===== src/rtl/velo_display.sv =====
`default_nettype none
// velo_display: converts the 8-bit velocity to three BCD digits (sequential double-dabble)
// and scans them onto a multiplexed 3-digit 7-segment display. Define VELO_DISP_BLANK_EN for leading-zero blanking.
module velo_display #(
   parameter int SEG_ACTIVE_LOW = 1
) (
   input  logic       clk,
   input  logic       reset_n,
   input  logic       clk_scan,
   input  logic [7:0] velo,
   output logic [7:0] seg,
   output logic [2:0] dig_sel,
   output logic       conv_busy
);
   localparam logic [1:0] S_IDLE  = 2'd0;
   localparam logic [1:0] S_SHIFT = 2'd1;
   localparam logic [1:0] S_LATCH = 2'd2;
   localparam logic       C_INV   = (SEG_ACTIVE_LOW != 0);

   logic [1:0]  r_state;
   logic [7:0]  r_last_val;
   logic [7:0]  r_bin_sr;
   logic [11:0] r_bcd_sr;
   logic [2:0]  r_cnt;
   logic [3:0]  r_hun, r_ten, r_one;
   logic [1:0]  r_scan_idx;
   logic [7:0]  r_seg;
   logic [2:0]  r_dig_sel;

   logic [11:0] w_bcd_adj;
   logic        w_latch;
   logic [3:0]  w_hun, w_ten, w_one;
   logic [3:0]  w_digit;
   logic [2:0]  w_dig_onehot;
   logic        w_blank;
   logic [6:0]  w_gfedcba;

   // add-3 correction on every nibble before the shift
   always_comb begin
      w_bcd_adj = r_bcd_sr;
      for (int i = 0; i < 3; i++) begin
         if (r_bcd_sr[4*i +: 4] >= 4'd5)
            w_bcd_adj[4*i +: 4] = r_bcd_sr[4*i +: 4] + 4'd3;
      end
   end

   always_ff @(posedge clk) begin
      if (!reset_n) begin
         r_state    <= S_IDLE;
         r_last_val <= 8'd0;
         r_bin_sr   <= 8'd0;
         r_bcd_sr   <= 12'd0;
         r_cnt      <= 3'd0;
         r_hun      <= 4'd0;
         r_ten      <= 4'd0;
         r_one      <= 4'd0;
      end else begin
         case (r_state)
            S_IDLE: begin
               if (velo != r_last_val) begin
                  r_bin_sr   <= velo;
                  r_last_val <= velo;
                  r_bcd_sr   <= 12'd0;
                  r_cnt      <= 3'd0;
                  r_state    <= S_SHIFT;
               end
            end
            S_SHIFT: begin
               r_bcd_sr <= {w_bcd_adj[10:0], r_bin_sr[7]};
               r_bin_sr <= {r_bin_sr[6:0], 1'b0};
               r_cnt    <= r_cnt + 3'd1;
               if (r_cnt == 3'd7)
                  r_state <= S_LATCH;
            end
            S_LATCH: begin
               r_hun   <= r_bcd_sr[11:8];
               r_ten   <= r_bcd_sr[7:4];
               r_one   <= r_bcd_sr[3:0];
               r_state <= S_IDLE;
            end
            default: r_state <= S_IDLE;
         endcase
      end
   end

   assign conv_busy = (r_state != S_IDLE);

   // a strobe coinciding with LATCH must show the digits being latched
   assign w_latch = (r_state == S_LATCH);
   assign w_hun   = w_latch ? r_bcd_sr[11:8] : r_hun;
   assign w_ten   = w_latch ? r_bcd_sr[7:4]  : r_ten;
   assign w_one   = w_latch ? r_bcd_sr[3:0]  : r_one;

   always_comb begin
      w_digit      = w_one;
      w_dig_onehot = 3'b001;
      w_blank      = 1'b0;
      case (r_scan_idx)
         2'd1: begin
            w_digit      = w_ten;
            w_dig_onehot = 3'b010;
         end
         2'd2: begin
            w_digit      = w_hun;
            w_dig_onehot = 3'b100;
         end
         default: ;
      endcase
`ifdef VELO_DISP_BLANK_EN
      w_blank = ((r_scan_idx == 2'd2) && (w_hun == 4'd0)) ||
                ((r_scan_idx == 2'd1) && (w_hun == 4'd0) && (w_ten == 4'd0));
`endif
   end

   always_comb begin
      case (w_digit)
         4'd0:    w_gfedcba = 7'b0111111;
         4'd1:    w_gfedcba = 7'b0000110;
         4'd2:    w_gfedcba = 7'b1011011;
         4'd3:    w_gfedcba = 7'b1001111;
         4'd4:    w_gfedcba = 7'b1100110;
         4'd5:    w_gfedcba = 7'b1101101;
         4'd6:    w_gfedcba = 7'b1111101;
         4'd7:    w_gfedcba = 7'b0000111;
         4'd8:    w_gfedcba = 7'b1111111;
         4'd9:    w_gfedcba = 7'b1101111;
         default: w_gfedcba = 7'b0000000;
      endcase
      if (w_blank)
         w_gfedcba = 7'b0000000;
   end

   always_ff @(posedge clk) begin
      if (!reset_n) begin
         r_scan_idx <= 2'd0;
         r_seg      <= {8{C_INV}};
         r_dig_sel  <= {3{C_INV}};
      end else if (clk_scan) begin
         r_seg      <= {1'b0, w_gfedcba} ^ {8{C_INV}};
         r_dig_sel  <= w_dig_onehot ^ {3{C_INV}};
         r_scan_idx <= (r_scan_idx >= 2'd2) ? 2'd0 : r_scan_idx + 2'd1;
      end else if (r_scan_idx == 2'd3) begin
         r_scan_idx <= 2'd0;
      end
   end

   assign seg     = r_seg;
   assign dig_sel = r_dig_sel;

endmodule
`default_nettype wire


===== config.mk =====
export PLATFORM = sky130hd
export DESIGN_NAME = velo_display
export DESIGN_NICKNAME = d
export VERILOG_FILES = /design/src/rtl/velo_display.sv
export SDC_FILE = /design/constraint.sdc
export NUM_CORES = 1
export LEC_CHECK = 0
export ABC_AREA = 1
export ABC_CLOCK_PERIOD_IN_PS = 2100
export CAP_MARGIN = 20
export CORE_ASPECT_RATIO = 0.9
export CORE_UTILIZATION = 52
export CTS_BUF_LIST = sky130_fd_sc_hd__clkbuf_16
export CTS_CLUSTER_SIZE = 16
export DETAILED_ROUTE_END_ITERATION = 8
export PLACE_DENSITY = 0.83
export SYNTH_ARGS = -nofsm -noshare
export SYNTH_HDL_FRONTEND = slang
export SYNTH_SLANG_ARGS = --single-unit

===== constraint.sdc =====
create_clock -name clk -period 2.1 [get_ports clk]
set_clock_uncertainty 0.15 [all_clocks]
set_input_delay 0.42 -clock clk [delete_from_list [all_inputs] [get_ports clk]]
set_output_delay 0.42 -clock clk [all_outputs]
set_load 0.01 [all_outputs]

## Word-level counts from Yosys, hierarchy flattened

Memories as Yosys holds them, arrays and structs flattened.
Cells that the tools add are included.

| word-level totals | value |
|---|---|
| output and inout bits | 12 |
| input port bits | 11 |
| memory bits (read-only) | 112 |
| memories kept | 1 |
| register bits after elaboration | 58 |

Memory list:

| memory | depth | bits a word | read ports | clocked after memory_dff | wr ports | line | text |
|---|---|---|---|---|---|---|---|
| (name not given) | 16 | 7 | 1 | 0 | 0 | 116 | `case (w_digit)` |

| cells by class | value |
|---|---|
| bitwise gates (word level) | 2 |
| eq/ne operators | 9 |
| magnitude comparators | 4 |
| muxes and demuxes | 20 |
| reduce and logical (&&, ||, !) cells | 7 |
| $add $sub $neg | 5 |

Operators by type and width:

| cell | count |
|---|---|
| $pmux 12 s2 | 1 |
| $mux 4 | 5 |
| $pmux 8 s2 | 1 |
| $ge 4x3->1 const B | 3 |
| $mux 12 | 1 |
| $pmux 3 s2 | 2 |
| $mux 2 | 5 |
| $add 4x2->4 const B | 2 |
| $mux 8 | 1 |
| $ne 8x8->1 | 1 |
| $not 7->8 | 1 |
| $pmux 4 s2 | 1 |
| $eq 2x2->1 const B | 3 |
| $mux 3 | 2 |
| $reduce_and 2->1 | 3 |
| $reduce_bool 2->1 | 3 |
| $eq 2x1->1 const B | 2 |
| $ne 2x2->1 const B | 2 |
| $pmux 2 s2 | 1 |
| $add 3x1->3 const B | 1 |
| $add 3x2->3 const B | 1 |
| $eq 3x3->1 const B | 1 |
| $not 3->3 | 1 |
| $add 2x1->2 const B | 1 |
| 2 further kinds | 2 |

## Longest topological paths before layout

An unclocked memory read counts as a cell.

| logic depth | value |
|---|---|
| depth after elaboration | 5 |
| depth in mapped cells | 15 |
| gate-level depth less buffers | 14 |

## Least setup slack after synthesis

OpenSTA, ideal clock, no wires.

| timing path | value |
|---|---|
| path type | register to register |
| from | register r_scan_idx[0] |
| to | register r_seg[3], in the netlist seg[3] |
| buffers on the path | 0 |
| data required time | 1.835 ns |
| path slack | -0.016 ns |
| data arrival time | 1.851 ns |
| cell stages (with the launch flop) | 12 |
| path through | dfxtp_1 inv_1 ha_1 or2_1 nand2_2 inv_1 ha_1 nand3b_1 nand3_1 nand2_1 nand2_1 nand2_1 |

| on the way | value |
|---|---|
| word-level cells in the longest chain between the ends | 4 |

RTL lines:

| what | line | text |
|---|---|---|
| start, declared | 26 | `logic [1:0] r_scan_idx;` |
| start signal, assigned | 141 | `r_scan_idx <= (r_scan_idx >= 2'd2) ? 2'd0 : r_scan_idx + 2'd1;` |
| $eq 2x2->1 or $eq 2x1->1 (tied branches) | 98 | `case (r_scan_idx)` |
| $pmux 4 s2 * | 98 |  |
| $mem_v2 16x7 * | n/a |  |
| $not 7->8 (no line) * | n/a |  |
| end signal, assigned | 136 | `r_seg <= {8{C_INV}};` |
| end signal, assigned | 139 | `r_seg <= {1'b0, w_gfedcba} ^ {8{C_INV}};` |
| end, declared | 27 | `logic [7:0] r_seg;` |

Mark *: on every way between the ends. The rest lies on a longest branch, timed or not.
A chain may end at the register's enable or synchronous reset.

## Worst setup path in the final report

| timing path | value |
|---|---|
| from | register r_state[0] |
| to | register r_seg[0], in the netlist seg[0] |

| on the way | value |
|---|---|
| word-level cells in the longest chain between the ends | 5 |

RTL lines:

| what | line | text |
|---|---|---|
| start, declared | 20 | `logic [1:0] r_state;` |
| start signal, assigned | 49 | `r_state <= S_IDLE;` |
| start signal, assigned | 65 | `r_state <= S_SHIFT;` |
| start signal, assigned | 73 | `r_state <= S_LATCH;` |
| $eq 2x2->1 * | 89 | `assign w_latch = (r_state == S_LATCH);` |
| $mux 4 | n/a |  |
| $pmux 4 s2 * | 98 |  |
| $mem_v2 16x7 * | n/a |  |
| $not 7->8 (no line) * | n/a |  |

Marked as above.

==> metrics.md <==
| Metric | Value |
|---|---|
| Worst Max-Slew Pin Slew | `503 ps` |
| Switching component of the power | `0.780 mW` |
| Number of synthesis warnings | `0` |
| Critical path type | `reg2reg` |
| I/O pin total | `23` |
| Post-route DRC | `0` |
| Setup repair after global routing missed its margin | `true` |
| Async S/R FF share, synth | `0%` |
| Number of nets in the finished design | `470` |
| Antenna cell count | `0` |
| Final instance count without filler cells | `a little over 500` |
| Cell count after synthesis | `approximately 400` |
| Peak VDD IR | `0.568 mV` |
| Cell Rows | `25` |
| Switching power as a share of total power | `25.0%` |
| Area enclosed by the die boundary | `6020 sq um` |
| Detail-routed net length per standard cell | `14.9 um` |
| Hold buffer count at CTS | `0` |
| Max Slew Vio Count | `0` |
| Floorplan Core Area | `5380 sq um` |
| Hold path startpoint | `r_cnt[0]$_SDFFE_PN0P_` |
| Area of placed instances | `3320 sq um` |
| Final estimated routing congestion in global placement | `between 0.7 and 0.8` |
| Unique cell type count in the Yosys netlist | `32` |
| Number of buffers added by the clock tree synthesis step | `9` |
| Static power due to leakage | `1.58 nW` |
| Critical Path Source | `r_state[0]$_SDFFE_PN0P_` |
| Count of flip-flops with a built-in enable after synthesis | `0` |
| Most numerous cell in the Yosys netlist | `sky130_fd_sc_hd__nand2_1` |
| TritonCTS clock tree | `yes` |
| Combinational group share of total power | `14.1%` |
| Result of the run | `completed` |
| Critical path launch point type | `flip-flop` |
| Synthesized area per cell | `roughly 7.4 sq um` |
| Share of the yosys chip area belonging to registers | `38.4%` |
| Proportion of layout cells with a drive suffix above 1 | `17.9%` |
| Worst slew margin | `66.4%` |
| Period utilisation layout | `97.7%` |
| GR Overflow Total | `0` |
| Total placed cells including tap cells | `about 490` |
| Number of nets in the synthesized netlist | `431` |
| Total number of vias | `about 2800` |
| Post-layout instance area | `3830 sq um` |
| Die W | `81.7 um` |
| Launch instance of the worst register-to-register path | `r_state[0]$_SDFFE_PN0P_` |
| Clk sinks | `57` |
| Via count of the first global-routing pass | `2550` |
| Clock insertion delay at the later pin of the skew report | `about 330 ps` |
| Residual antenna-violating net count after detailed routing | `0` |
| H-tree depth | `3` |
| PwrDens | `815 nW/um^2` |
| Data required, critical path | `2170 ps` |
| Time the worst path needs with I/O delays and setup | `2050 ps` |
| Worst min path class | `reg2reg` |
| Number of setup violations in the final report | `0` |
| Hold violation count in the final report | `0` |
| Fraction of synthesized cell area taken by the top area cell type | `around two fifths` |
| Post-synthesis register bit count | `57` |
| Prevailing post-synth register cell | `sky130_fd_sc_hd__dfxtp_1` |
| Most area-consuming cells after synthesis | `sky130_fd_sc_hd__dfxtp_1 38%, sky130_fd_sc_hd__nand2_1 9.5%, sky130_fd_sc_hd__nand3_1 9.4%` |
| Internal | `2.35 mW` |
| Drt first pass iters | `5` |
| DRT Wirelength | `7660 um` |
| Detailed-placement wirelength estimate | `4510 um` |
| Critical path endpoint category | `flip-flop` |
| F_max | `487 MHz` |
| CTS root buffer | `sky130_fd_sc_hd__clkbuf_16` |
| Global-route usage over all layers | `between 20% and 30%` |
| Number of design-rule violations left by the first detailed-router iteration | `335` |
| Crit-path max FO | `5` |
| Top cells by instance count after synthesis | `75 x sky130_fd_sc_hd__nand2_1, 57 x sky130_fd_sc_hd__dfxtp_1, 56 x sky130_fd_sc_hd__nand3_1, 46 x sky130_fd_sc_hd__a21oi_1, 36 x sky130_fd_sc_hd__inv_1` |
| Initial cell density of the core | `55.2%` |
| Post-synthesis instance area | `~3000 sq um` |
| Layout overhead on the synthesized area | `29.1%` |
| Sequential share of power | `37.2%` |
| Worst Path Arrival | `2120 ps` |
| Largest net degree at the start of global routing | `31` |
| Part of the total power dissipated in the clock network | `between 40% and 50%` |
| Buffers added on ports | `21` |
| Wire length of the first global-routing pass | `11500 um` |
| Post-detailed-route via-to-cell ratio | `5.54` |
| Floorplan die height | `73.7 um` |
| Maximum clock insertion buffer count | `2` |
| Library cell with the largest summed area after synthesis | `sky130_fd_sc_hd__dfxtp_1` |
| Number of antenna violations at the first check in global routing | `0` |
| Reg clk slew, reported paths | `50 ps` |
| Maximum capacitance violations | `0` |
worst max-delay path: stages, from the launching register on:
cell,delay (ps)
sky130_fd_sc_hd__dfxtp_4,370
sky130_fd_sc_hd__inv_8,90
sky130_fd_sc_hd__nand2_8,70
sky130_fd_sc_hd__nand2_1,120
sky130_fd_sc_hd__o211ai_1,110
sky130_fd_sc_hd__nand2_1,90
sky130_fd_sc_hd__nand2_1,60
sky130_fd_sc_hd__nand2_2,90
sky130_fd_sc_hd__inv_2,60
sky130_fd_sc_hd__buf_4,140
sky130_fd_sc_hd__ha_1,200
sky130_fd_sc_hd__nand3b_1,170
sky130_fd_sc_hd__nand3_1,80
sky130_fd_sc_hd__nand2_1,60
sky130_fd_sc_hd__nand2_1,60
sky130_fd_sc_hd__nand2_1,40
timing repair:
action / CTS / global route
gates resized for setup: 12 / 23
setup buffers: 1 / 5
endpoints found under the setup margin: 5 / 6
cloned: 0 / 2
pin swaps: 1 / 11
per-stage QoR:
stage	power [mW]	TNS, ps	hold WS (ps)	utilization, %	setup slack [ps]
after floorplan	1.43	0	282	-	61.0
after global placement	1.57	-14.5	297	61.8	-11.5
after detailed placement	1.58	-248	308	61.8	-51.1
after CTS	3.09	-4.57	316	68.4	-4.57
after global routing	3.23	-62.8	338	71.3	-45.7
final	3.13	0	316	71.3	48.5
cell type report:
class | instances | area, sq um
multi-input combinational | 290 | 1710
tap | 67 | 83.8
clock buffer | 9 | 225
clock inverter | 7 | 86.3
sequential | 57 | 1150
timing repair buffer | 44 | 422
inverter | 39 | 159
fill | 379 | 1550
cells by family after synthesis:
family	after synthesis	share of synthesized area (%)
AOI/OAI and AO/OA	70	12.9
xor gates and xnor gates	8	2.36
adders and majority gates	18	7.58
buffers and inverters	57	8.47
DFF	57	38.4
other	1	0.126
and+or+nand+nor	191	30.1
final timing paths:
| kind | endpoint | slack [ps] | depth (start not counted) |
|---|---|---|---|
| max reg2reg | seg[0]$_SDFFE_PN1P_ | 50 | 15 |
| min reg2reg | r_cnt[0]$_SDFFE_PN0P_ | 320 | 1 |
| max | seg[0]$_SDFFE_PN1P_ | 50 | 15 |
| min | r_cnt[0]$_SDFFE_PN0P_ | 320 | 1 |
power by group through the flow:
| stage | clock (mW) | sequential, mW | combinational [mW] |
|---|---|---|---|
| 2_1_floorplan | 0 | 1.19 | 0.247 |
| 3_3_place_gp | 0 | 1.18 | 0.387 |
| 3_5_place_dp | 0 | 1.18 | 0.396 |
| 4_1_cts | 1.52 | 1.16 | 0.410 |
| 5_1_grt | 1.58 | 1.17 | 0.479 |
| 6_report | 1.52 | 1.16 | 0.441 |
per-layer routing:
layer / wire length (um) / global-route usage (%) / vias to the layer above
met5: 0 / 0 / -
met4: 170 / 9.75 / 0
met3: 338 / 5.96 / 19
met2: 3830 / 43.0 / 90
met1: 3310 / 31.1 / 1329
li1: - / - / 1405
registers in the layout, summed over array words and instances, names as in the netlist:
register and count:
r_bcd_sr 12, r_bin_sr 8, r_last_val 8, seg 7
r_hun 4, r_one 4, r_ten 4, dig_sel 3
r_cnt 3, r_scan_idx 2, r_state 2
placed cells by master, fill, tap and decap left out, types with 4 or more instances in the layout:
| master | netlist | final |
|---|---|---|
| sky130_fd_sc_hd__a21oi_1 | 46 | 45 |
| sky130_fd_sc_hd__and2_1 | 6 | 6 |
| sky130_fd_sc_hd__buf_4 | 5 | 18 |
| sky130_fd_sc_hd__clkbuf_16 | 0 | 9 |
| sky130_fd_sc_hd__clkdlybuf4s50_1 | 0 | 20 |
| sky130_fd_sc_hd__dfxtp_1 | 57 | 53 |
| sky130_fd_sc_hd__ha_1 | 18 | 13 |
| sky130_fd_sc_hd__ha_4 | 0 | 4 |
| sky130_fd_sc_hd__inv_1 | 36 | 34 |
| sky130_fd_sc_hd__inv_2 | 3 | 4 |
| sky130_fd_sc_hd__nand2_1 | 75 | 75 |
| sky130_fd_sc_hd__nand2_2 | 7 | 7 |
| sky130_fd_sc_hd__nand3_1 | 56 | 52 |
| sky130_fd_sc_hd__nand3_2 | 2 | 6 |
| sky130_fd_sc_hd__nand3b_1 | 4 | 4 |
| sky130_fd_sc_hd__nor2_1 | 30 | 29 |
| sky130_fd_sc_hd__o21ai_0 | 14 | 14 |
| sky130_fd_sc_hd__xnor2_1 | 6 | 6 |
(Power assumes the default switching activity.)
